$ cat src/rtl/fft128_sequencer.sv
// Address/control sequencer for a 128-point radix-2 DIT FFT on one shared butterfly and one RAM.
// Optional macro FFT_STAGE_SCALE_EN: assert BfShift on every butterfly issue (1/2 per stage).
module fft128_sequencer #(
  parameter int unsigned BF_LAT = 4
) (
  input  logic       Clk,
  input  logic       Reset,
  input  logic       PushIn,
  input  logic       FirstData,
  output logic       WrEn,
  output logic [6:0] WrAddr,
  output logic       BfRdEn,
  output logic [6:0] BfRdA,
  output logic [6:0] BfRdB,
  output logic [5:0] TwIdx,
  output logic       BfShift,
  output logic       BfWrEn,
  output logic [6:0] BfWrA,
  output logic [6:0] BfWrB,
  output logic [2:0] Stage,
  output logic       RdEn,
  output logic [6:0] RdAddr,
  output logic       PushOut,
  output logic       FrameDone,
  output logic       Overrun
);

  localparam int unsigned ADDR_W    = 7;
  localparam int unsigned TW_W      = 6;
  localparam int unsigned STEP_W    = 7;
  localparam int unsigned STEP_LAST = 63 + BF_LAT;

  typedef enum logic [1:0] {IDLE, LOAD, COMPUTE, UNLOAD} state_t;

  state_t              state, stateNext;
  logic [ADDR_W-1:0]   cnt, cntNext;
  logic [2:0]          stageCnt, stageCntNext;
  logic [STEP_W-1:0]   stepCnt, stepCntNext;

  logic              wrEnN, bfRdEnN, bfShiftN, rdEnN, overrunN;
  logic [ADDR_W-1:0] wrAddrN, bfRdAN, bfRdBN, rdAddrN;
  logic [TW_W-1:0]   twIdxN;
  logic [2:0]        stageN;

  logic [ADDR_W-1:0] mask, bfA, bfB;
  logic [TW_W-1:0]   bfPos, bfTw;

  logic              wbEn [BF_LAT];
  logic [ADDR_W-1:0] wbA  [BF_LAT];
  logic [ADDR_W-1:0] wbB  [BF_LAT];

  function automatic logic [ADDR_W-1:0] bitrev7(input logic [ADDR_W-1:0] x);
    logic [ADDR_W-1:0] r;
    for (int unsigned i = 0; i < ADDR_W; i++) r[i] = x[ADDR_W-1-i];
    return r;
  endfunction

  // Butterfly operands: insert a zero at bit 'stage' of the butterfly index.
  always_comb begin
    mask  = ADDR_W'((ADDR_W'(1) << stageCnt) - ADDR_W'(1));
    bfA   = ((ADDR_W'(stepCnt[5:0]) & ~mask) << 1) | (ADDR_W'(stepCnt[5:0]) & mask);
    bfB   = bfA | (ADDR_W'(1) << stageCnt);
    bfPos = stepCnt[5:0] & mask[TW_W-1:0];
    bfTw  = bfPos << (3'd6 - stageCnt);
  end

  always_ff @(posedge Clk) begin
    if (Reset) begin
      state    <= IDLE;
      cnt      <= '0;
      stageCnt <= '0;
      stepCnt  <= '0;
    end else begin
      state    <= stateNext;
      cnt      <= cntNext;
      stageCnt <= stageCntNext;
      stepCnt  <= stepCntNext;
    end
  end

  always_comb begin
    stateNext    = state;
    cntNext      = cnt;
    stageCntNext = stageCnt;
    stepCntNext  = stepCnt;
    wrEnN        = 1'b0;
    wrAddrN      = '0;
    bfRdEnN      = 1'b0;
    bfRdAN       = '0;
    bfRdBN       = '0;
    twIdxN       = '0;
    stageN       = Stage;
    rdEnN        = 1'b0;
    rdAddrN      = '0;
    overrunN     = Overrun;
    unique case (state)
      IDLE: begin
        if (PushIn && FirstData) begin
          wrEnN     = 1'b1;
          cntNext   = ADDR_W'(1);
          stateNext = LOAD;
        end
      end
      LOAD: begin
        if (PushIn) begin
          wrEnN = 1'b1;
          if (FirstData) begin
            cntNext = ADDR_W'(1);
          end else begin
            wrAddrN = bitrev7(cnt);
            if (cnt == ADDR_W'(127)) begin
              stateNext    = COMPUTE;
              cntNext      = '0;
              stageCntNext = '0;
              stepCntNext  = '0;
            end else begin
              cntNext = cnt + ADDR_W'(1);
            end
          end
        end
      end
      COMPUTE: begin
        if (stepCnt < STEP_W'(64)) begin
          bfRdEnN = 1'b1;
          bfRdAN  = bfA;
          bfRdBN  = bfB;
          twIdxN  = bfTw;
          stageN  = stageCnt;
        end
        // Steps 64..STEP_LAST are the drain gap that keeps the next stage off in-flight results.
        if (stepCnt == STEP_W'(STEP_LAST)) begin
          stepCntNext = '0;
          if (stageCnt == 3'd6) stateNext = UNLOAD;
          else stageCntNext = stageCnt + 3'd1;
        end else begin
          stepCntNext = stepCnt + STEP_W'(1);
        end
        if (PushIn) overrunN = 1'b1;
      end
      UNLOAD: begin
        rdEnN   = 1'b1;
        rdAddrN = cnt;
        if (cnt == ADDR_W'(127)) begin
          stateNext = IDLE;
          cntNext   = '0;
        end else begin
          cntNext = cnt + ADDR_W'(1);
        end
        if (PushIn) overrunN = 1'b1;
      end
      default: stateNext = IDLE;
    endcase
  end

`ifdef FFT_STAGE_SCALE_EN
  assign bfShiftN = bfRdEnN;
`else
  assign bfShiftN = 1'b0;
`endif

  always_ff @(posedge Clk) begin
    if (Reset) begin
      WrEn      <= 1'b0;
      WrAddr    <= '0;
      BfRdEn    <= 1'b0;
      BfRdA     <= '0;
      BfRdB     <= '0;
      TwIdx     <= '0;
      BfShift   <= 1'b0;
      Stage     <= '0;
      RdEn      <= 1'b0;
      RdAddr    <= '0;
      PushOut   <= 1'b0;
      FrameDone <= 1'b0;
      Overrun   <= 1'b0;
    end else begin
      WrEn      <= wrEnN;
      WrAddr    <= wrAddrN;
      BfRdEn    <= bfRdEnN;
      BfRdA     <= bfRdAN;
      BfRdB     <= bfRdBN;
      TwIdx     <= twIdxN;
      BfShift   <= bfShiftN;
      Stage     <= stageN;
      RdEn      <= rdEnN;
      RdAddr    <= rdAddrN;
      PushOut   <= RdEn;
      FrameDone <= RdEn && (RdAddr == ADDR_W'(127));
      Overrun   <= overrunN;
    end
  end

  // Write-back delay line mirroring the butterfly pipeline.
  always_ff @(posedge Clk) begin
    if (Reset) begin
      for (int unsigned i = 0; i < BF_LAT; i++) begin
        wbEn[i] <= 1'b0;
        wbA[i]  <= '0;
        wbB[i]  <= '0;
      end
    end else begin
      wbEn[0] <= BfRdEn;
      wbA[0]  <= BfRdA;
      wbB[0]  <= BfRdB;
      for (int unsigned i = 1; i < BF_LAT; i++) begin
        wbEn[i] <= wbEn[i-1];
        wbA[i]  <= wbA[i-1];
        wbB[i]  <= wbB[i-1];
      end
    end
  end

  assign BfWrEn = wbEn[BF_LAT-1];
  assign BfWrA  = wbA[BF_LAT-1];
  assign BfWrB  = wbB[BF_LAT-1];

endmodule

$ cat config.mk
export PLATFORM = sky130hd
export DESIGN_NAME = fft128_sequencer
export DESIGN_NICKNAME = d
export VERILOG_FILES = /design/src/rtl/fft128_sequencer.sv
export SDC_FILE = /design/constraint.sdc
export NUM_CORES = 1
export LEC_CHECK = 0
export ABC_AREA = 1
export BUFFER_PORTS_ARGS = -buffer_cell sky130_fd_sc_hd__buf_2
export CAP_MARGIN = 20
export CORE_MARGIN = 1.5
export CORE_UTILIZATION = 56
export CTS_CLUSTER_SIZE = 16
export DETAILED_ROUTE_END_ITERATION = 8
export GPL_TIMING_DRIVEN = 0
export PLACE_DENSITY = 0.78
export SYNTH_ARGS = -nofsm -noshare
export SYNTH_HDL_FRONTEND = slang
export SYNTH_SLANG_ARGS = --single-unit
export TNS_END_PERCENT = 20
$ cat constraint.sdc
create_clock -name Clk -period 2.15 [get_ports Clk]
set_input_delay 0.1075 -clock Clk [delete_from_list [all_inputs] [get_ports Clk]]
set_output_delay 0.1075 -clock Clk [all_outputs]
set_load 0.01 [all_outputs]
==> results.py <==
metrics = {
    "worst_setup_path": {
        "path_common_cell": "dlygate4sd3_1",
        "reg2reg_from": "state[1]",
        "cp.required_ns": 2.55,
        "r2r_slack_ns": 0.11,
        "critPathKind": "register to register",
        "worst-path-max-fanout": 4,
        "endpoint_kind": "register",
        "path_buf_inv": 3,
        "r2r-end": "WrEn",
        "slowest_stage": "dlygate4sd3_1",
        "cp_top_family": "buffers and inverters",
        "reg2regPathDepth": 6,
        "critPathMaxStageDelay_ns": 0.56,
        "worstPathCellList": "inv_1, ha_4, nand3_1, dlygate4sd3_1, o21ai_0, dlygate4sd3_1",
        "start_kind": "register",
        "worst_ep_arrival_time_ns": 2.45,
    },
    "layout": {
        "syn_to_final_growth_pct": 24.7,
        "n_antenna_cell": 0,
        "final_area_sq_um": 5450,
        "drive_gt1_frac": 0.205,
        "n_fill_cell": 558,
        "nets": 632,
        "final_common_cell": "dfxtp_1",
        "finalNonFillerCells": 731,
        "final_cell_mix": "dfxtp_1, nor2_1, inv_1",
    },
    "die": {
        "die_w_um": 91.4,
        "io_pins": 63,
        "core_area_sq_um": 7650,
        "rows": 32,
        "start_util": 0.572,
        "dieArea_sq_um": 8350,
        "fp.dieH_um": 91.4,
    },
    "routing": {
        "routed_via_density": 4.88,
        "routedWlPerCell_um": 12.9,
        "route.detailed.drc": 0,
        "wirelength_mm": 9.44,
        "drtPass1Iterations": 5,
        "postRouteAntennaNets": 0,
        "vias": 3567,
        "drt_iter0_drc": 142,
    },
    "placed_design": {
        "port_buffers": 60,
        "gp_congestion": 0.965,
        "place_inst": 696,
        "dpl_cell_area_sq_um": 4800,
        "hpwl_mm": 6.11,
    },
    "yosys": {
        "ys_types": 34,
        "yosysSeqAreaShare": 0.559,
        "ys_warn_count": 0,
        "synth_area_sq_um": 4370,
        "async_flop_share": 0,
        "syn_area_per_cell_sq_um": 8.19,
        "netlist_instances": 534,
        "synthFlopType": "dfxtp_1",
        "synth_fp_nets": 550,
        "ys_ff_latch": 122,
        "synth-edff-count": 0,
    },
    "worst_hold_path": {
        "min-delay-start": "PushIn",
        "holdCritPathClass": "input pin to register",
        "min_to": "Overrun",
        "whs_path_depth": 5,
    },
    "clock_network": {
        "cts.clk_slew.worst_paths_ns": 0.06,
        "clk_path_buf_depth": 2,
        "cts_tree": "done",
        "htreeDepth": 4,
        "cts_setup_buffers": 0,
        "clkLatencyLatePin_ns": 0.52,
        "cts_root_buf": "clkbuf_8",
        "cts_sinks": 122,
        "cts_inserted_buffers": 17,
    },
    "power": {
        "peakVddDrop_v": 0.000634,
        "fin_total_pwr_mw": 6.06,
        "p_leak_nw": 2.40,
        "p_per_area_nw_per_um2": 1110,
    },
    "sta": {
        "finalMaxSlewViolations": 0,
        "final_hold_viol_count": 0,
        "period_share": 0.951,
        "worst_slew_pin_slew_ns": 0.500,
        "period_needed_ns": 2.04,
        "skew_ns": 0.00677,
        "setup_viol": 0,
        "rsz0062_at_grt": "no",
        "holdWs_ns": 0.0287,
        "setup_tns_ns": 0,
        "slew_headroom": 0.666,
        "fmax_mhz": 489,
    },
    "grt": {
        "grt-ovfl-total": 0,
        "grt_util_all_layers": 0.241,
        "grt_pass1_wl_mm": 15.6,
        "grt_pass1_vias": 3376,
        "grt_antenna_before_repair": 0,
        "grt_max_degree": 17,
    },
    "job": {
        "max-cap-violations": 0,
    },
    "outcome": {
        "status": "finished clean",
    },
}
==> per-layer routing <==
metal,global-route usage,up-vias,part of all wire
met5,0,-,0
met4,0.0820,0,0.015
met3,0.0695,13,0.051
met2,0.421,117,0.51
met1,0.281,1654,0.42
li1,-,1783,-
==> layout make-up <==
| cell class | count | area, sq um | share of cell area |
|---|---|---|---|
| clock buffer | 17 | 414 | 0.0760 |
| multi-input combinational | 286 | 1430 | 0.262 |
| sequential | 122 | 2440 | 0.448 |
| inverter | 110 | 422 | 0.0773 |
| timing repair buffer | 63 | 330 | 0.0606 |
| tap | 102 | 128 | 0.0234 |
| buffer | 16 | 95.1 | 0.0174 |
| clock inverter | 15 | 190 | 0.0349 |
==> logic make-up after synthesis <==
kind of cell | count (synthesis) | share of synthesized area
other cells | 1 | 0.000858
simple gates | 216 | 0.215
fa+ha+maj | 12 | 0.0343
buf+inv | 126 | 0.117
flops | 122 | 0.559
xor+xnor | 4 | 0.00801
compound gates | 53 | 0.0661
==> report_power, final <==
group | switching (mW) | total (mW) | internal [mW] | leakage (nW)
clock network | 1.07 | 2.86 | 1.79 | 0.288
registers | 0.0783 | 2.44 | 2.36 | 0.985
logic | 0.515 | 0.767 | 0.252 | 1.13
total | 1.66 | 6.06 | 4.40 | 2.40
==> cell usage after synthesis (3+ instances only) <==
master | number | area share
nand2_2 | 8 | 0.011
clkbuf_1 | 7 | 0.0060
xor2_1 | 3 | 0.0060
ha_1 | 12 | 0.034
o21ai_0 | 15 | 0.017
buf_2 | 4 | 0.0046
nand2_1 | 54 | 0.046
o21ai_1 | 6 | 0.0069
nor2_1 | 111 | 0.095
nand3_1 | 20 | 0.023
inv_1 | 102 | 0.088
dfxtp_1 | 122 | 0.56
buf_6 | 3 | 0.0077
inv_2 | 4 | 0.0034
nor3_1 | 7 | 0.0080
a31oi_1 | 3 | 0.0043
nand4_1 | 6 | 0.0086
a21oi_1 | 25 | 0.029
==> worst max-delay path by stage <==
stage	startpoint	end	cells past startpoint
6_report	state[1]	WrEn	6
2_1_floorplan	stageCnt[0]	TwIdx[5]	9
3_5_place_dp	stageCnt[0]	state[0]	9
4_1_cts	state[0]	WrEn	6
3_3_place_gp	stageCnt[0]	state[1]	9
5_1_grt	stageCnt[0]	TwIdx[5]	10
==> what timing repair did <==
item | 4_1_cts | 5_1_grt
endpoints found under the hold margin | 1 | 0
resized for setup | 1 | 5
pin swaps | 0 | 0
setup endpoints to repair | 1 | 7
hold buffers | 3 | 0
==> tightest hold or removal path: stages <==
cell	delay, ns
buf_2	0.14
inv_2	0.07
a21oi_1	0.05
nor2_1	0.09
nor2_1	0.04
==> sequential cells by signal (all words and copies together) (netlist names), 2 cells and up <==
signal,cells
wbA,28
wbB,28
BfRdA,7
BfRdB,7
RdAddr,7
WrAddr,7
cnt,7
stepCnt,7
TwIdx,6
wbEn,4
Stage,3
stageCnt,3
state,2
==> stage by stage <==
step / setup slack, ns / util
2_1_floorplan: 0.415 / -
3_3_place_gp: 0.0622 / 0.628
3_5_place_dp: 0.0249 / 0.628
4_1_cts: 0.0419 / 0.711
5_1_grt: 0.0155 / 0.713
6_report: 0.105 / 0.713
Note: power is estimated with default switching activity, not from simulation.
